File: src/rtl/cdf_lane_loader.sv
// cdf_lane_loader
//   Captures wide scratchpad read data and presents it to the divider lanes
//   as one batch. A one-entry skid buffer absorbs a single extra read while
//   the divider is stalled. Batches accepted by the divider are counted, and
//   a frame ends after NUM_BATCHES of them.
//
//   Handshake: a batch is offered while cdf_valid is high, and it is held
//   unchanged until a cycle in which div_ready is also high (xfer). There is
//   no back-pressure towards the scratchpad. A read that finds both the output
//   register and the skid buffer occupied is dropped, and this sets the
//   sticky overflow flag.
//
// Ports
//   clk                 in   clock; all state changes on the rising edge
//   reset               in   asynchronous active-high reset
//   enable              in   allows capture of new read data
//   sc_mem_rd_data_rdy  in   one-cycle strobe: sc_mem_rd_data is valid
//   sc_mem_rd_data      in   NUM_PORTS*MEM_W; port p at [p*MEM_W +: MEM_W]
//   div_ready           in   divider lanes accept the presented batch
//   ovf_clr             in   synchronous clear of overflow
//   cdfval_todiv        out  LANES*DATA_W; lane k at [k*DATA_W +: DATA_W]
//   cdf_valid           out  cdfval_todiv holds a batch not yet accepted
//   overflow            out  sticky: read data was dropped
//   batch_cnt           out  number of batches accepted in the current frame
//   done                out  one-cycle pulse when the frame completes
//   state_dbg           out  FSM state (0 = IDLE, 1 = HOLD)
//
// MEM_W must be a multiple of DATA_W. The lane bus and the read bus have the
// same width, so lane k is exactly bits [k*DATA_W +: DATA_W] of the read data.

module cdf_lane_loader #(
  parameter int DATA_W      = 32,
  parameter int MEM_W       = 128,
  parameter int NUM_PORTS   = 2,
  parameter int NUM_BATCHES = 32,
  localparam int LANES      = NUM_PORTS * MEM_W / DATA_W,
  localparam int BUS_W      = LANES * DATA_W,
  localparam int CNT_W      = $clog2(NUM_BATCHES + 1)
) (
  input  logic                       clk,
  input  logic                       reset,
  input  logic                       enable,
  input  logic                       sc_mem_rd_data_rdy,
  input  logic [NUM_PORTS*MEM_W-1:0] sc_mem_rd_data,
  input  logic                       div_ready,
  input  logic                       ovf_clr,
  output logic [BUS_W-1:0]           cdfval_todiv,
  output logic                       cdf_valid,
  output logic                       overflow,
  output logic [CNT_W-1:0]           batch_cnt,
  output logic                       done,
  output logic                       state_dbg
);

  typedef enum logic {
    IDLE = 1'b0,
    HOLD = 1'b1
  } state_e;

  localparam logic [CNT_W-1:0] LAST_CNT = CNT_W'(NUM_BATCHES - 1);

  state_e           state_q;
  logic [BUS_W-1:0] out_q;
  logic [BUS_W-1:0] buf_q;
  logic             buf_full_q;
  logic             ovf_q;
  logic [CNT_W-1:0] cnt_q;
  logic             done_q;

  logic             cap;
  logic             xfer;
  logic             ovf_set;

  assign cap  = enable && sc_mem_rd_data_rdy;
  assign xfer = (state_q == HOLD) && div_ready;
  // A drop happens only when nothing leaves this cycle and both slots are full.
  assign ovf_set = (state_q == HOLD) && !xfer && cap && buf_full_q;

  always_ff @(posedge clk or posedge reset) begin
    if (reset) begin
      state_q    <= IDLE;
      out_q      <= '0;
      buf_q      <= '0;
      buf_full_q <= 1'b0;
      ovf_q      <= 1'b0;
      cnt_q      <= '0;
      done_q     <= 1'b0;
    end else begin
      done_q <= 1'b0;

      // A set wins over a clear in the same cycle.
      if (ovf_set) begin
        ovf_q <= 1'b1;
      end else if (ovf_clr) begin
        ovf_q <= 1'b0;
      end

      if (xfer) begin
        if (cnt_q == LAST_CNT) begin
          cnt_q  <= '0;
          done_q <= 1'b1;
        end else begin
          cnt_q <= cnt_q + CNT_W'(1);
        end
      end

      case (state_q)
        IDLE: begin
          if (cap) begin
            out_q   <= sc_mem_rd_data;
            state_q <= HOLD;
          end
        end
        HOLD: begin
          if (xfer) begin
            if (buf_full_q) begin
              // The buffered batch moves up. A new read refills the buffer.
              out_q <= buf_q;
              if (cap) begin
                buf_q <= sc_mem_rd_data;
              end else begin
                buf_full_q <= 1'b0;
              end
            end else if (cap) begin
              out_q <= sc_mem_rd_data;
            end else begin
              state_q <= IDLE;
            end
          end else if (cap && !buf_full_q) begin
            buf_q      <= sc_mem_rd_data;
            buf_full_q <= 1'b1;
          end
        end
        default: state_q <= IDLE;
      endcase
    end
  end

  assign cdfval_todiv = out_q;
  assign cdf_valid    = (state_q == HOLD);
  assign overflow     = ovf_q;
  assign batch_cnt    = cnt_q;
  assign done         = done_q;
  assign state_dbg    = state_q;

endmodule

File: config.mk
export PLATFORM = sky130hd
export DESIGN_NAME = cdf_lane_loader
export DESIGN_NICKNAME = d
export VERILOG_FILES = /design/src/rtl/cdf_lane_loader.sv
export SDC_FILE = /design/constraint.sdc
export NUM_CORES = 1
export LEC_CHECK = 0
export CELL_PAD_IN_SITES_DETAIL_PLACEMENT = 0
export CELL_PAD_IN_SITES_GLOBAL_PLACEMENT = 1
export CORE_AREA = 2 2 229 231
export CTS_BUF_LIST = sky130_fd_sc_hd__clkbuf_4 sky130_fd_sc_hd__clkbuf_8
export CTS_CLUSTER_DIAMETER = 80
export CTS_CLUSTER_SIZE = 8
export DETAILED_ROUTE_END_ITERATION = 12
export DIE_AREA = 0 0 231 233
export PLACE_DENSITY = 0.92
export SLEW_MARGIN = 20
export SYNTH_ARGS = -nofsm -noshare
export SYNTH_HDL_FRONTEND = slang
export SYNTH_SLANG_ARGS = --single-unit
export TNS_END_PERCENT = 20
File: constraint.sdc
create_clock -name clk -period 20.9 [get_ports clk]
set_clock_uncertainty 0.05 [all_clocks]
set_input_delay 4.18 -clock clk [delete_from_list [all_inputs] [get_ports clk]]
set_output_delay 4.18 -clock clk [all_outputs]
set_load 0.02 [all_outputs]
* After elaboration in Yosys (flattened, before gate mapping)
Cells that the tools add are included.
** Cells by class
- Add/sub/neg operators :: 1
- Bitwise operators :: 1
- Equality and inequality tests :: 4
- Shift-type cells :: 0
- Divide/modulo/power cells :: 0
- Multiply operators :: 0
- Mux-type cells :: 20
- Order comparisons :: 0
- Reduce and logical (&&, ||, !) cells :: 12
** Operators by type and width (count)
- two-way mux 256 bit :: 7
- case mux 256 bit (2 select lines) :: 1
- two-way mux 1 bit :: 10
- adder 6 x 1 -> 6 bit, second input constant :: 1
- equality test 6 x 5 -> 1 bit, second input constant :: 1
- logical AND 1 bit :: 6
- two-way mux 6 bit :: 1
- != test 2 bit, second input constant :: 2
- AND reduction 4 bit :: 1
- nonzero test 2 bit :: 2
- logical NOT 1 bit :: 2
- != test 2 x 1 -> 1 bit, second input constant :: 1
- case mux 1 bit (2 select lines) :: 1
- AND reduction 2 bit :: 1
- NOT 1 bit :: 1
** Storage, ports and cells
- Latch bits :: 0
- Bits of input ports :: 262
- Output and inout port bits :: 266
- Register bits after elaboration :: 522
- Memories :: 0
- Memory bits (read-only) :: 0
- Word-level logic and storage cells :: 45
- Memory bits (writable) :: 0

* Logic depth before layout (Yosys ltp)
- Word-level depth :: 6
- Gate-level depth with buffers :: 6
- Mapped depth without buffers :: 4

* Least setup slack after synthesis
OpenSTA, ideal clock, no wires.
- Path kind :: input to register
- From :: input div_ready
- To :: register buf_q[0]
- Stages on the path :: 6
- Arrival :: 5.433 ns
- Buffers on the path :: 3
- Library setup time :: 0.127 ns
- Slack :: 15.289 ns
- Data required time :: 20.723 ns
- Cells stage by stage :: buf_2 > xor2_1 > nor3b_4 > buf_4 > buf_6 > mux2_1
** Between the ends
- Longest elaborated chain between the ends :: 3
- Elaborated cells on any way between the ends :: 6
- Classes of those cells :: eq/ne: 2; mux: 1; reduce/logical: 3
** Ends and longest elaborated chain
- start, declared :: line 45 : input logic div_ready,
- logical AND 1 bit (*) :: line 75 : assign xfer = (state_q == HOLD) && div_ready;
- != test 2 bit (no line) / nonzero test 2 bit (equally long branches)
- AND reduction 4 bit (no line)
- end signal, assigned :: line 120 : buf_q <= sc_mem_rd_data;
- end signal, assigned :: line 130 : buf_q <= sc_mem_rd_data;
- end, declared :: line 64 : logic [BUS_W-1:0] buf_q;
Mark *: on every way between the ends. The rest lies on a longest branch, timed or not.
A chain may end at the register's enable or synchronous reset.

==> run_results.csv <==
group,metric,value,unit
status,status,"finished, final reports clean",
routing,wl,56.59,mm
place,numPortBuffers,527,
timing,fmax,140.7,MHz
clocking,cts_tree,"yes",
grt,grt_pass1_wl,88.42,mm
synth,synth_nets,1705,
clocking,h-tree-depth,3,
layout,fin_cells,2637,
routing,vias_per_cell,5.432,
floorplanning,die_area,0.05382,mm2
routing,top_layer,"met4",
synth,synth_top_area_frac,0.6115,
synth,yosysTopAreaCell,"dfrtp_1",
synth,synth_area,0.02136,mm2
grt,antenna_found_initial,8,
floorplanning,rows,83,
power,totalPowerFinal,4.202,mW
timing,drv_slew,0,
clocking,clockRootBuffer,"clkbuf_8",
timing,finalSetupViolations,0,
critical_path,start_kind,"input port",
critical_path,required,21.52,ns
critical_path,critPathKind,"input port to async pin",
synth,synthArstFlopShare,1.000,
place,routabilityCongestion,0.7909,
clocking,ctsHoldBuffers,0,
job,cap_violations,0,
timing,layout_min_cycle_time,7.108,ns
floorplanning,dieHeight,233,um
timing,finalSetupTns,0,ns
timing,worst_slew_pin_slew,1.060,ns
clocking,cts-resized-gates,0,
power,p_per_area,149.5,mW/mm2
floorplanning,ios,528,
place,dpl_worst_slack,12.67,ns
critical_path,cp_max_fo,124,
timing,hold_slack,0.4279,ns
grt,grt_max_degree,186,
clocking,clk_latency,0.64,ns
layout,drive_above_1_share,0.3232,
routing,ant_nets,0,
power,vdd_drop_max,0.00009066,V
synth,yosysUniqueCellTypes,32,
grt,gr-total-overflow,0,
timing,hold_viol_final,0,
timing,worst_slack,13.79,ns
synth,ys_seq_area_frac,0.6115,
grt,grt_usage,0.2078,
synth,synth_cells,1442,
routing,wl_per_cell,21.46,um
synth,synthFlopType,"dfrtp_1",
critical_path,crit_path_end_kind,"async pin",
timing,grt_setup_unrepaired,"no",
clocking,cts.reportedPaths.clkPinSlew,0.06,ns
power,p_leak,11.14,nW
critical_path,arrival,7.72,ns
timing,slew_headroom,0.2931,
synth,yosysMostFrequentCell,"dfrtp_1",
floorplanning,initial_core_util,0.4181,
synth,synth_area_leaders,"dfrtp_1 61%, o221a_2 13%, mux2_1 13%",
timing,finalCritPeriodShare,0.3401,
layout,area_delta_synth_final,31.62,%
layout,fill_cells,4179,
clocking,numCtsBuffers,75,
routing,firstDrtPassIters,5,
layout,num-nets-final,2207,
clocking,cts_setup_buffers,0,
floorplanning,die_x,231,um
clocking,cts.sinks,522,
routing,met1_length,22.16,mm
layout,multi_input_area,0.007637,mm2
synth,synth_area_per_cell,14.81,um2
routing,route.met2.wl,27.59,mm
floorplanning,core_region_area,0.05109,mm2
synth,synth_commonest_cells,"522 x dfrtp_1, 256 x o221a_2, 256 x or2_2",
grt,first_global_vias,15750,
layout,regArea,0.01306,mm2
synth,yosys_register_bits,522,
routing,drcViolationCount,0,
routing,vias,14320,
routing,first_iter_violations,862,
worst_hold_path,hp-class,"register to register",
synth,yosysWarnings,0,
routing,wl_met3,4.779,mm
place,placed_cells,2547,
place,dp_hpwl,37.01,mm
clocking,cts_buffer_depth,3,
synth,synth_edf_count,0,
[worst max-delay path, stage by stage]
cell and delay (ns):
clkdlybuf4s50_1 0.49, inv_8 0.62, buf_6 0.68, buf_4 0.87
buf_4 0.73
[layout by cell type, fill, tap and decap left out, types with 2 or more instances in the layout]
cell             count
buf_4                8
buf_12               4
nand3_1              2
diode_2              8
or2_2              256
mux2_1             240
xor2_1               2
o21ai_0              2
clkbuf_8            76
inv_6                2
clkinvlp_4           2
xnor2_1              2
o221a_2            256
dfrtp_1            522
nor2_1               2
nand2_1              8
clkdlybuf4s50_1    527
mux2_2              18
[metal layers]
metal	vias up	GRT usage
met5	-	0
met4	0	0.09315
met3	124	0.07230
met2	501	0.3407
met1	7382	0.2469
li1	6317	-
[cell families after synthesis]
kind of cell,synth area share
adders and majority gates,0.0005857
and+or+nand+nor,0.08072
xor gates and xnor gates,0.001640
DFF,0.6115
AOI/OAI and AO/OA,0.1371
buffers and inverters,0.03239
muxes,0.1360
[path summary, 6_finish.rpt]
path	startpoint	end	slack [ns]	cells after the start
worst min-delay path	buf_q[165]	buf_q[165]	0.43	1
worst max-delay path	reset	buf_q[246]	13.79	5
min in group asynchronous	reset	cdfval_todiv[118]	4.07	2
worst min register to register	buf_q[165]	buf_q[165]	0.43	1
max in group clk	div_ready	cdfval_todiv[112]	13.92	6
worst max register to register	cdf_valid	cdfval_todiv[112]	17.55	4
[stage by stage]
stage	util	area, um2
final	0.5503	28110
after global routing	0.5503	28110
after CTS	0.5498	28090
after detailed placement	0.5282	26990
after global placement	0.5282	26990
after floorplan	-	21360
[area by class of cell]
class,count,area share
well taps,680,0.03026
diodes,8,0.0007121
multi-input cells,803,0.2717
inverters,2,0.0005340
repair buffers,540,0.1930
clock inverters,5,0.001736
flip-flops and latches,522,0.4646
clock buffers,77,0.03747
[registers in the layout, indices dropped and copies added (netlist names)]
signal	cells
buf_q	256
overflow	1
cdfval_todiv	256
cdf_valid	1
batch_cnt	6
done	1
buf_full_q	1
[where the power goes]
part,internal (mW),total (mW),switching (mW)
clock network,0.328,0.695,0.367
logic,0.929,1.72,0.793
registers,1.51,1.79,0.276
(Power assumes the default switching activity.)
